===== src/rtl/ppu_vram_cntr_if.sv =====
`default_nettype none
// ============================================================================
// Module  : ppu_vram_cntr_if
// Brief   : Scroll latch / control inputs and VRAM address outputs of the
//           PPU live address counters.
// Revision: 1.0 - initial release
// ============================================================================
interface ppu_vram_cntr_if;
    logic [2:0]  fv_in;
    logic [4:0]  vt_in;
    logic        v_in;
    logic [4:0]  ht_in;
    logic        h_in;
    logic        upd_cntrs_in;
    logic        inc_addr_in;
    logic        inc_addr_amt_in;
    logic        render_en_in;
    logic        pix_pulse_in;
    logic [9:0]  nes_x_in;
    logic [9:0]  nes_y_in;
    logic [13:0] vram_a_out;
    logic [13:0] nt_a_out;
    logic [13:0] at_a_out;
    logic [2:0]  fv_out;

    modport master (
        output fv_in, vt_in, v_in, ht_in, h_in,
        output upd_cntrs_in, inc_addr_in, inc_addr_amt_in,
        output render_en_in, pix_pulse_in, nes_x_in, nes_y_in,
        input  vram_a_out, nt_a_out, at_a_out, fv_out
    );

    modport slave (
        input  fv_in, vt_in, v_in, ht_in, h_in,
        input  upd_cntrs_in, inc_addr_in, inc_addr_amt_in,
        input  render_en_in, pix_pulse_in, nes_x_in, nes_y_in,
        output vram_a_out, nt_a_out, at_a_out, fv_out
    );
endinterface
`default_nettype wire


===== src/rtl/ppu_vram_cntr.sv =====
`default_nettype none
// ============================================================================
// Module  : ppu_vram_cntr
// Brief   : PPU live VRAM address counters: latch loads, 0x2007 stepping and
//           the rendering walk, decoded into CPU/nametable/attribute addresses.
// Revision: 1.0 - initial release
// ============================================================================
module ppu_vram_cntr #(
    parameter int PRE_Y = 261,
    parameter int VIS_Y = 240
) (
    input  logic             clk_in,
    input  logic             rst_in,
    ppu_vram_cntr_if.slave   bus
);
    localparam logic [9:0] c_pre_y = 10'(PRE_Y);
    localparam logic [9:0] c_vis_y = 10'(VIS_Y);

    logic [2:0]  r_cfv;
    logic [4:0]  r_cvt;
    logic        r_cv;
    logic        r_ch;
    logic [4:0]  r_cht;

    logic [2:0]  w_cfv;
    logic [4:0]  w_cvt;
    logic        w_cv;
    logic        w_ch;
    logic [4:0]  w_cht;

    logic        w_rend;
    logic        w_dot_ok;
    logic        w_x_tile;
    logic        w_y_step;
    logic        w_h_reload;
    logic        w_v_reload;

    logic        w_cx_h;
    logic [4:0]  w_cx_ht;
    logic [2:0]  w_yi_fv;
    logic [4:0]  w_yi_vt;
    logic        w_yi_v;
    logic [14:0] w_addr_inc;

    assign w_rend   = bus.render_en_in &
                      ((bus.nes_y_in < c_vis_y) || (bus.nes_y_in == c_pre_y));
    assign w_dot_ok = bus.pix_pulse_in & w_rend;

    // Tile fetch boundaries: every 8th dot of the visible span plus the two prefetch tiles.
    assign w_x_tile   = (bus.nes_x_in[2:0] == 3'd0) &&
                        (((bus.nes_x_in >= 10'd8)   && (bus.nes_x_in <= 10'd256)) ||
                         ((bus.nes_x_in >= 10'd328) && (bus.nes_x_in <= 10'd336)));
    assign w_y_step   = (bus.nes_x_in == 10'd256);
    assign w_h_reload = (bus.nes_x_in == 10'd257);
    assign w_v_reload = (bus.nes_y_in == c_pre_y) &&
                        (bus.nes_x_in >= 10'd280) && (bus.nes_x_in <= 10'd304);

    // Coarse X rolls from tile 31 into the neighbouring horizontal nametable.
    assign {w_cx_h, w_cx_ht} = {r_ch, r_cht} + 6'd1;

    assign w_addr_inc = {r_cfv, r_cv, r_ch, r_cvt, r_cht} +
                        (bus.inc_addr_amt_in ? 15'd32 : 15'd1);

    // Rows 30/31 are attribute space: 29 wraps into the next nametable, 31 wraps in place.
    always_comb begin
        w_yi_fv = r_cfv;
        w_yi_vt = r_cvt;
        w_yi_v  = r_cv;
        if (r_cfv != 3'd7) begin
            w_yi_fv = r_cfv + 3'd1;
        end else begin
            w_yi_fv = 3'd0;
            if (r_cvt == 5'd29) begin
                w_yi_vt = 5'd0;
                w_yi_v  = ~r_cv;
            end else if (r_cvt == 5'd31) begin
                w_yi_vt = 5'd0;
            end else begin
                w_yi_vt = r_cvt + 5'd1;
            end
        end
    end

    always_comb begin
        w_cfv = r_cfv;
        w_cvt = r_cvt;
        w_cv  = r_cv;
        w_ch  = r_ch;
        w_cht = r_cht;
        if (bus.upd_cntrs_in) begin
            w_cfv = bus.fv_in;
            w_cvt = bus.vt_in;
            w_cv  = bus.v_in;
            w_ch  = bus.h_in;
            w_cht = bus.ht_in;
        end else if (bus.inc_addr_in) begin
            if (w_rend) begin
                // A 0x2007 access mid-render glitches both counters like the real chip.
                w_ch  = w_cx_h;
                w_cht = w_cx_ht;
                w_cfv = w_yi_fv;
                w_cvt = w_yi_vt;
                w_cv  = w_yi_v;
            end else begin
                {w_cfv, w_cv, w_ch, w_cvt, w_cht} = w_addr_inc;
            end
        end else if (w_dot_ok) begin
            if (w_x_tile) begin
                w_ch  = w_cx_h;
                w_cht = w_cx_ht;
            end
            if (w_y_step) begin
                w_cfv = w_yi_fv;
                w_cvt = w_yi_vt;
                w_cv  = w_yi_v;
            end
            if (w_h_reload) begin
                w_ch  = bus.h_in;
                w_cht = bus.ht_in;
            end
            if (w_v_reload) begin
                w_cfv = bus.fv_in;
                w_cvt = bus.vt_in;
                w_cv  = bus.v_in;
            end
        end
    end

    always_ff @(posedge clk_in) begin
        if (rst_in) begin
            r_cfv <= 3'd0;
            r_cvt <= 5'd0;
            r_cv  <= 1'b0;
            r_ch  <= 1'b0;
            r_cht <= 5'd0;
        end else begin
            r_cfv <= w_cfv;
            r_cvt <= w_cvt;
            r_cv  <= w_cv;
            r_ch  <= w_ch;
            r_cht <= w_cht;
        end
    end

    assign bus.vram_a_out = {r_cfv[1:0], r_cv, r_ch, r_cvt, r_cht};
    assign bus.nt_a_out   = {2'b10, r_cv, r_ch, r_cvt, r_cht};
    assign bus.at_a_out   = {2'b10, r_cv, r_ch, 4'b1111, r_cvt[4:2], r_cht[4:2]};
    assign bus.fv_out     = r_cfv;

endmodule
`default_nettype wire


===== src/flat_wrapper.sv =====
// flat-port wrapper written by rule: the top's interface ports become plain ports
module ppu_vram_cntr_flat 
#(
    parameter int PRE_Y = 261,
    parameter int VIS_Y = 240
)
  (clk_in, rst_in, bus_fv_in, bus_vt_in, bus_v_in, bus_ht_in, bus_h_in, bus_upd_cntrs_in, bus_inc_addr_in, bus_inc_addr_amt_in, bus_render_en_in, bus_pix_pulse_in, bus_nes_x_in, bus_nes_y_in, bus_vram_a_out, bus_nt_a_out, bus_at_a_out, bus_fv_out);
  ppu_vram_cntr_if bus_i ();
  input  logic clk_in;
  input  logic rst_in;
  input wire logic [$bits(bus_i.fv_in)-1:0] bus_fv_in;
  input wire logic [$bits(bus_i.vt_in)-1:0] bus_vt_in;
  input wire logic [$bits(bus_i.v_in)-1:0] bus_v_in;
  input wire logic [$bits(bus_i.ht_in)-1:0] bus_ht_in;
  input wire logic [$bits(bus_i.h_in)-1:0] bus_h_in;
  input wire logic [$bits(bus_i.upd_cntrs_in)-1:0] bus_upd_cntrs_in;
  input wire logic [$bits(bus_i.inc_addr_in)-1:0] bus_inc_addr_in;
  input wire logic [$bits(bus_i.inc_addr_amt_in)-1:0] bus_inc_addr_amt_in;
  input wire logic [$bits(bus_i.render_en_in)-1:0] bus_render_en_in;
  input wire logic [$bits(bus_i.pix_pulse_in)-1:0] bus_pix_pulse_in;
  input wire logic [$bits(bus_i.nes_x_in)-1:0] bus_nes_x_in;
  input wire logic [$bits(bus_i.nes_y_in)-1:0] bus_nes_y_in;
  output wire logic [$bits(bus_i.vram_a_out)-1:0] bus_vram_a_out;
  output wire logic [$bits(bus_i.nt_a_out)-1:0] bus_nt_a_out;
  output wire logic [$bits(bus_i.at_a_out)-1:0] bus_at_a_out;
  output wire logic [$bits(bus_i.fv_out)-1:0] bus_fv_out;
  assign bus_i.fv_in = bus_fv_in;
  assign bus_i.vt_in = bus_vt_in;
  assign bus_i.v_in = bus_v_in;
  assign bus_i.ht_in = bus_ht_in;
  assign bus_i.h_in = bus_h_in;
  assign bus_i.upd_cntrs_in = bus_upd_cntrs_in;
  assign bus_i.inc_addr_in = bus_inc_addr_in;
  assign bus_i.inc_addr_amt_in = bus_inc_addr_amt_in;
  assign bus_i.render_en_in = bus_render_en_in;
  assign bus_i.pix_pulse_in = bus_pix_pulse_in;
  assign bus_i.nes_x_in = bus_nes_x_in;
  assign bus_i.nes_y_in = bus_nes_y_in;
  assign bus_vram_a_out = bus_i.vram_a_out;
  assign bus_nt_a_out = bus_i.nt_a_out;
  assign bus_at_a_out = bus_i.at_a_out;
  assign bus_fv_out = bus_i.fv_out;
  ppu_vram_cntr #(.PRE_Y(PRE_Y), .VIS_Y(VIS_Y)) u_core (.clk_in(clk_in), .rst_in(rst_in), .bus(bus_i));
endmodule

===== config.mk =====
export PLATFORM = sky130hd
export DESIGN_NAME = ppu_vram_cntr_flat
export DESIGN_NICKNAME = d
export VERILOG_FILES = /design/src/rtl/ppu_vram_cntr_if.sv /design/src/rtl/ppu_vram_cntr.sv /design/src/flat_wrapper.sv
export SDC_FILE = /design/constraint.sdc
export NUM_CORES = 1
export LEC_CHECK = 0
export BUFFER_PORTS_ARGS = -buffer_cell sky130_fd_sc_hd__buf_2
export CORE_MARGIN = 4
export CORE_UTILIZATION = 54
export CTS_BUF_LIST = sky130_fd_sc_hd__clkbuf_8 sky130_fd_sc_hd__clkbuf_16
export CTS_CLUSTER_SIZE = 40
export DETAILED_ROUTE_END_ITERATION = 16
export PLACE_DENSITY = 0.95
export RECOVER_POWER = 50
export SETUP_SLACK_MARGIN = 0.15
export SLEW_MARGIN = 20
export SYNTH_ARGS = -nofsm -noshare
export SYNTH_HDL_FRONTEND = slang
export SYNTH_SLANG_ARGS = --single-unit
export TNS_END_PERCENT = 100

===== constraint.sdc =====
create_clock -name clk_in -period 5.9 [get_ports clk_in]
set_input_delay 0.59 -clock clk_in [delete_from_list [all_inputs] [get_ports clk_in]]
set_output_delay 0.59 -clock clk_in [all_outputs]
set_load 0.03 [all_outputs]

# After elaboration in Yosys (flattened, before gate mapping)

Index checks and enable logic that the tools add are counted.

Order comparisons: 7
Bitwise operators: 3
Multiplexer cells: 37
Equality and inequality tests: 6
Reductions and logical operators: 13
Add/subtract/negate cells: 4

Operators by type and width:

| cell                                                            | count |
|---|---|
| 2-to-1 mux 5 bit                                                | 15 |
| == test 10 x 9 -> 1 bit, second input constant                  | 3 |
| less-or-equal comparator 10 x 9 -> 1 bit, second input constant | 3 |
| 2-to-1 mux 3 bit                                                | 7 |
| >= comparator 10 x 9 -> 1 bit, second input constant            | 2 |
| adder 15 bit                                                    | 1 |
| 2-to-1 mux 1 bit                                                | 14 |
| == test 5 bit, second input constant                            | 2 |
| >= comparator 10 x 4 -> 1 bit, second input constant            | 1 |
| less-than comparator 10 x 8 -> 1 bit, second input constant     | 1 |
| nonzero test 4 bit                                              | 2 |
| adder 6 x 1 -> 6 bit, second input constant                     | 1 |
| 2-to-1 mux 6 bit                                                | 1 |
| adder 5 x 1 -> 5 bit, second input constant                     | 1 |
| logical AND 1 bit                                               | 5 |
| AND reduction 2 bit                                             | 2 |
| adder 3 x 1 -> 3 bit, second input constant                     | 1 |
| zero test 3 bit                                                 | 1 |
| inequality test 3 bit, second input constant                    | 1 |
| nonzero test 3 bit                                              | 1 |
| bitwise AND 1 bit                                               | 2 |
| logical OR 1 bit                                                | 2 |
| inverter 1 bit                                                  | 1 |

Word-level logic and storage cells: 75
Output and inout bits: 45
Register bits after elaboration: 15
Bits of input ports: 42

# Logic depth before layout (Yosys ltp)

Depth in word-level cells: 9
Gate-level depth with buffers: 10
Gate-level depth less buffers: 9

# Worst setup path before layout

Ideal clock, no wire load.

Path type: input-to-reg
Start point: in bus_nes_x_in[3]
End point: reg u_core.r_cfv[2], in the netlist u_core.bus.fv_out[2]
Library setup time: 0.120 ns
Stages: 7
Data arrival time: 2.300 ns
Path slack: 3.480 ns
Cells stage by stage: or4_4 -> and3_2 -> nor3_4 -> o31a_2 -> buf_4 -> nand2_1 -> o31a_1

Word-level cells in the longest chain between the ends: 7

Ends and longest elaborated chain:

| item                          | line                 | text |
|---|---|---|
| from (decl)                   | flat_wrapper.sv:21   | `input wire logic [$bits(bus_i.nes_x_in)-1:0] bus_nes_x_in;` |
| >= comparator 10 x 9 -> 1 bit | ppu_vram_cntr.sv:56  | `(bus.nes_x_in >= 10'd280) && (bus.nes_x_in <= 10'd304);` |
| logical AND 1 bit             | ppu_vram_cntr.sv:55  | `assign w_v_reload = (bus.nes_y_in == c_pre_y) &&` |
| logical AND 1 bit             | ppu_vram_cntr.sv:56  |  |
| 2-to-1 mux 3 bit              | ppu_vram_cntr.sv:121 | `if (w_v_reload) begin` |
| 2-to-1 mux 3 bit              | ppu_vram_cntr.sv:107 | `end else if (w_dot_ok) begin` |
| 2-to-1 mux 3 bit              | ppu_vram_cntr.sv:96  | `end else if (bus.inc_addr_in) begin` |
| 2-to-1 mux 3 bit              | ppu_vram_cntr.sv:90  | `if (bus.upd_cntrs_in) begin` |
| to (signal assigned)          | ppu_vram_cntr.sv:137 | `r_cfv <= w_cfv;` |
| to (decl)                     | ppu_vram_cntr.sv:19  | `logic [2:0] r_cfv;` |

Several ways; a longest one is shown, not always the timed one. The select of a mux whose other input is x is not followed.
A chain may end at the register's enable or synchronous reset.

# Worst setup path in the final report

Start point: in bus_nes_y_in[5]
End point: reg u_core.r_cv

Word-level cells in the longest chain between the ends: 7

Ends and longest elaborated chain:

| item                                                                         | line                 | text |
|---|---|---|
| from (decl)                                                                  | flat_wrapper.sv:22   | `input wire logic [$bits(bus_i.nes_y_in)-1:0] bus_nes_y_in;` |
| branches (longest 7 deep; another with less-than comparator 10 x 8 -> 1 bit) | --                   |  |
| to (signal assigned)                                                         | ppu_vram_cntr.sv:139 | `r_cv <= w_cv;` |
| to (decl)                                                                    | ppu_vram_cntr.sv:21  | `logic r_cv;` |

Parallel ways; which one is timed is not known. The select of a mux whose other input is x is not followed.

==> run summary <==
status: complete, no violations
smallest hold slack: 615.4 ps
Post-route DRC: 0
crit path DAT: 2850 ps
Worst Clk Skew: 11.05 ps
Pwr Total: 0.0004104 W
global route overflow: 0
hold path startpoint: u_core.r_cvt[0]
number of synthesized flops with an enable pin: 0
Worst R2R End: u_core.r_cv
P_leak: 1.020 nW
hold buffers post-CTS: 0
worst hold path class: register to register
htree depth: 1
synth warn: 0
CTS Buf Count: 3
Initial DRC Count: 448
Finish-stage setup viols: 0
post-route ant nets: 0
actual slew at the worst max-slew pin: 803.5 ps
R2R setup slack: 3530 ps
TNS Setup: 0 ps
number of max-cap violations: 0
CP max FO: 12
VDD IR max: 97.74 uV
initial antenna violation count: 0
DIE AREA: 5336 sq um
router iterations before antenna repair: 5
fillers: 393
Placed Area: 2434 sq um
DR WL/cell: 17.36 microns
Fin. Hold Viols: 0
IO Count: 87
IO Port Bufs: 78
Die H: 73.05 microns
CTS max path bufs: 2
Worst EP required: 6040 ps
post-synthesis cell type count: 71
Root Driver: clkbuf_8
Syn Inst Count: 307
Final Critical Period: 2711 ps
RSZ-0062 raised after global routing: false
clk_lat worst skew: 250 ps
Hold Path Sink: u_core.r_cvt[0]
Die Width: 73.05 microns
nets: 398
sequential share of the synthesized area: 0.1314
final WL: 6873 microns
top_reg_cell synth: dfxtp_1
Startpoint Class: input pin
Final HPWL DP: 5173 microns
fin crit share: 0.4594
Vias per Instance: 6.505
Top delay family on crit path: simple AND/OR/NAND/NOR gates
worst-path cell chain: buf_2, nor4b_1, nand3_1, nor3_4, o31a_2, nor2_1, a2111oi_2
CTS tree: built
FMAX: 368.9 MHz
ant diodes: 0
mapped cell area: 2285 sq um
CP max-delay cell: nor4b_1
largest net degree at the start of global routing: 25
CP peak stage delay: 570 ps
worst path bufs/invs: 1
#FFs+latches synth: 15
Worst Reg2Reg Path Length in Cells: 8
core box area: 4058 sq um
clock sink count: 15
setup bufs post-CTS: 0
Post-synth ARST share: 0
max-slew violation count: 0
total track usage: 0.2467
PwrDens: 167.7 nW/um^2
Syn Area/Cell: 7.442 sq um
Worst Hold Path Cells: 2
Final Cell Area: 2447 sq um
vias in the first global route: 2235
layout cells sized above 1: 0.2225
post-CTS sizing: 0
first-pass GRT wire length: 10640 microns
Syn-to-layout area delta: 7.120%
WP depth: 7
Initial Util: 0.5631
r2r startpoint: u_core.r_cvt[1]
Slew headroom: 0.4594
endpoint class of the critical path: register
vias: 2576
Placer Congestion: 0.9126
clock slew at reported path FFs: 80 ps
Core Rows: 23
CP Class: input pin to register
[synth_stat cells (7+ instances only)]
master	count	area [sq um]
clkbuf_1	10	37.54
o21ai_0	16	80.08
a31oi_1	7	43.79
inv_1	9	33.78
nor2_1	18	67.56
nor3_1	7	35.03
nand4_1	9	56.30
dfxtp_1	15	300.3
nand3_1	14	70.07
a21oi_1	17	85.08
and3_1	8	50.05
ha_1	9	112.6
mux2i_1	7	70.07
nand2_1	17	63.81
buf_4	34	255.2
[cells by family after synthesis]
kind of cell	synth area share
muxes	0.04545
DFF	0.1314
and+or+nand+nor	0.2683
buffers and inverters	0.1643
AOI/OAI and AO/OA	0.2957
xor gates and xnor gates	0.04217
other	0.003287
adders and majority gates	0.04929
[worst min-delay path, stage by stage, from the launching register on]
cell	delay (ps)
dfxtp_1	410
nand3_1	110
o41ai_1	60
[layer usage]
| metal | share of wire | GRT usage | vias up |
|---|---|---|---|
| met5 | 0 | 0 | - |
| met4 | 0.018 | 0.07582 | 0 |
| met3 | 0.097 | 0.02617 | 16 |
| met2 | 0.49 | 0.4211 | 166 |
| met1 | 0.40 | 0.3231 | 1185 |
| li1 | - | - | 1209 |
[cell type report]
type                    count  area [sq um]  share of cell area
clock buffers               3         41.29             0.01687
clock inverters             1         5.005            0.002045
inverters                  11         41.29             0.01687
multi-input cells         237          1632              0.6667
flip-flops and latches     15         300.3              0.1227
well taps                  50         62.56             0.02556
repair buffers             79         365.4              0.1493
[metrics by stage]
step           setup WS, ps  cells  utilization
3_3_place_gp           3072    392       0.5998
3_5_place_dp           2998    392       0.5998
6_report               3189    396       0.6031
2_1_floorplan          3480    313            -
5_1_grt                3016    396       0.6031
4_1_cts                3249    396       0.6112
[where the power goes]
part           total [W]  switching, W  internal (W)  leakage (nW)
clock          0.0000899     0.0000430     0.0000468        0.0255
combinational   0.000186      0.000125     0.0000612         0.871
sequential      0.000134     0.0000236      0.000111         0.124
[sequential cells by signal (all words and copies together), names as in the netlist]
signal,flops
u_core.r_cvt,5
u_core.r_cv,1
u_core.r_ch,1
u_core.r_cht,5
u_core.bus.fv_out,3
[cell usage in the layout (no fill, tap or decap), drive strengths merged, types with 8 or more instances in the layout]
cell type,Yosys,routed
buf,39,53
nand3,15,15
nand4,9,9
ha,9,9
nand2,17,17
clkbuf,11,29
inv,9,9
nor2,18,18
and3,11,11
dfxtp,15,15
nor3,8,8
o21ai,18,18
a21oi,17,17
conb,2,8
[worst max-delay path by stage]
stage          slack [ps]              endpoint            start
2_1_floorplan        3480  u_core.bus.fv_out[2]  bus_nes_x_in[3]
3_3_place_gp         3070       u_core.r_cht[3]  bus_nes_y_in[5]
3_5_place_dp         3000           u_core.r_cv  bus_nes_y_in[5]
4_1_cts              3250           u_core.r_cv  bus_nes_y_in[5]
5_1_grt              3020           u_core.r_cv  bus_nes_y_in[9]
6_report             3190           u_core.r_cv  bus_nes_y_in[5]
Note: power is estimated with default switching activity, not from simulation.
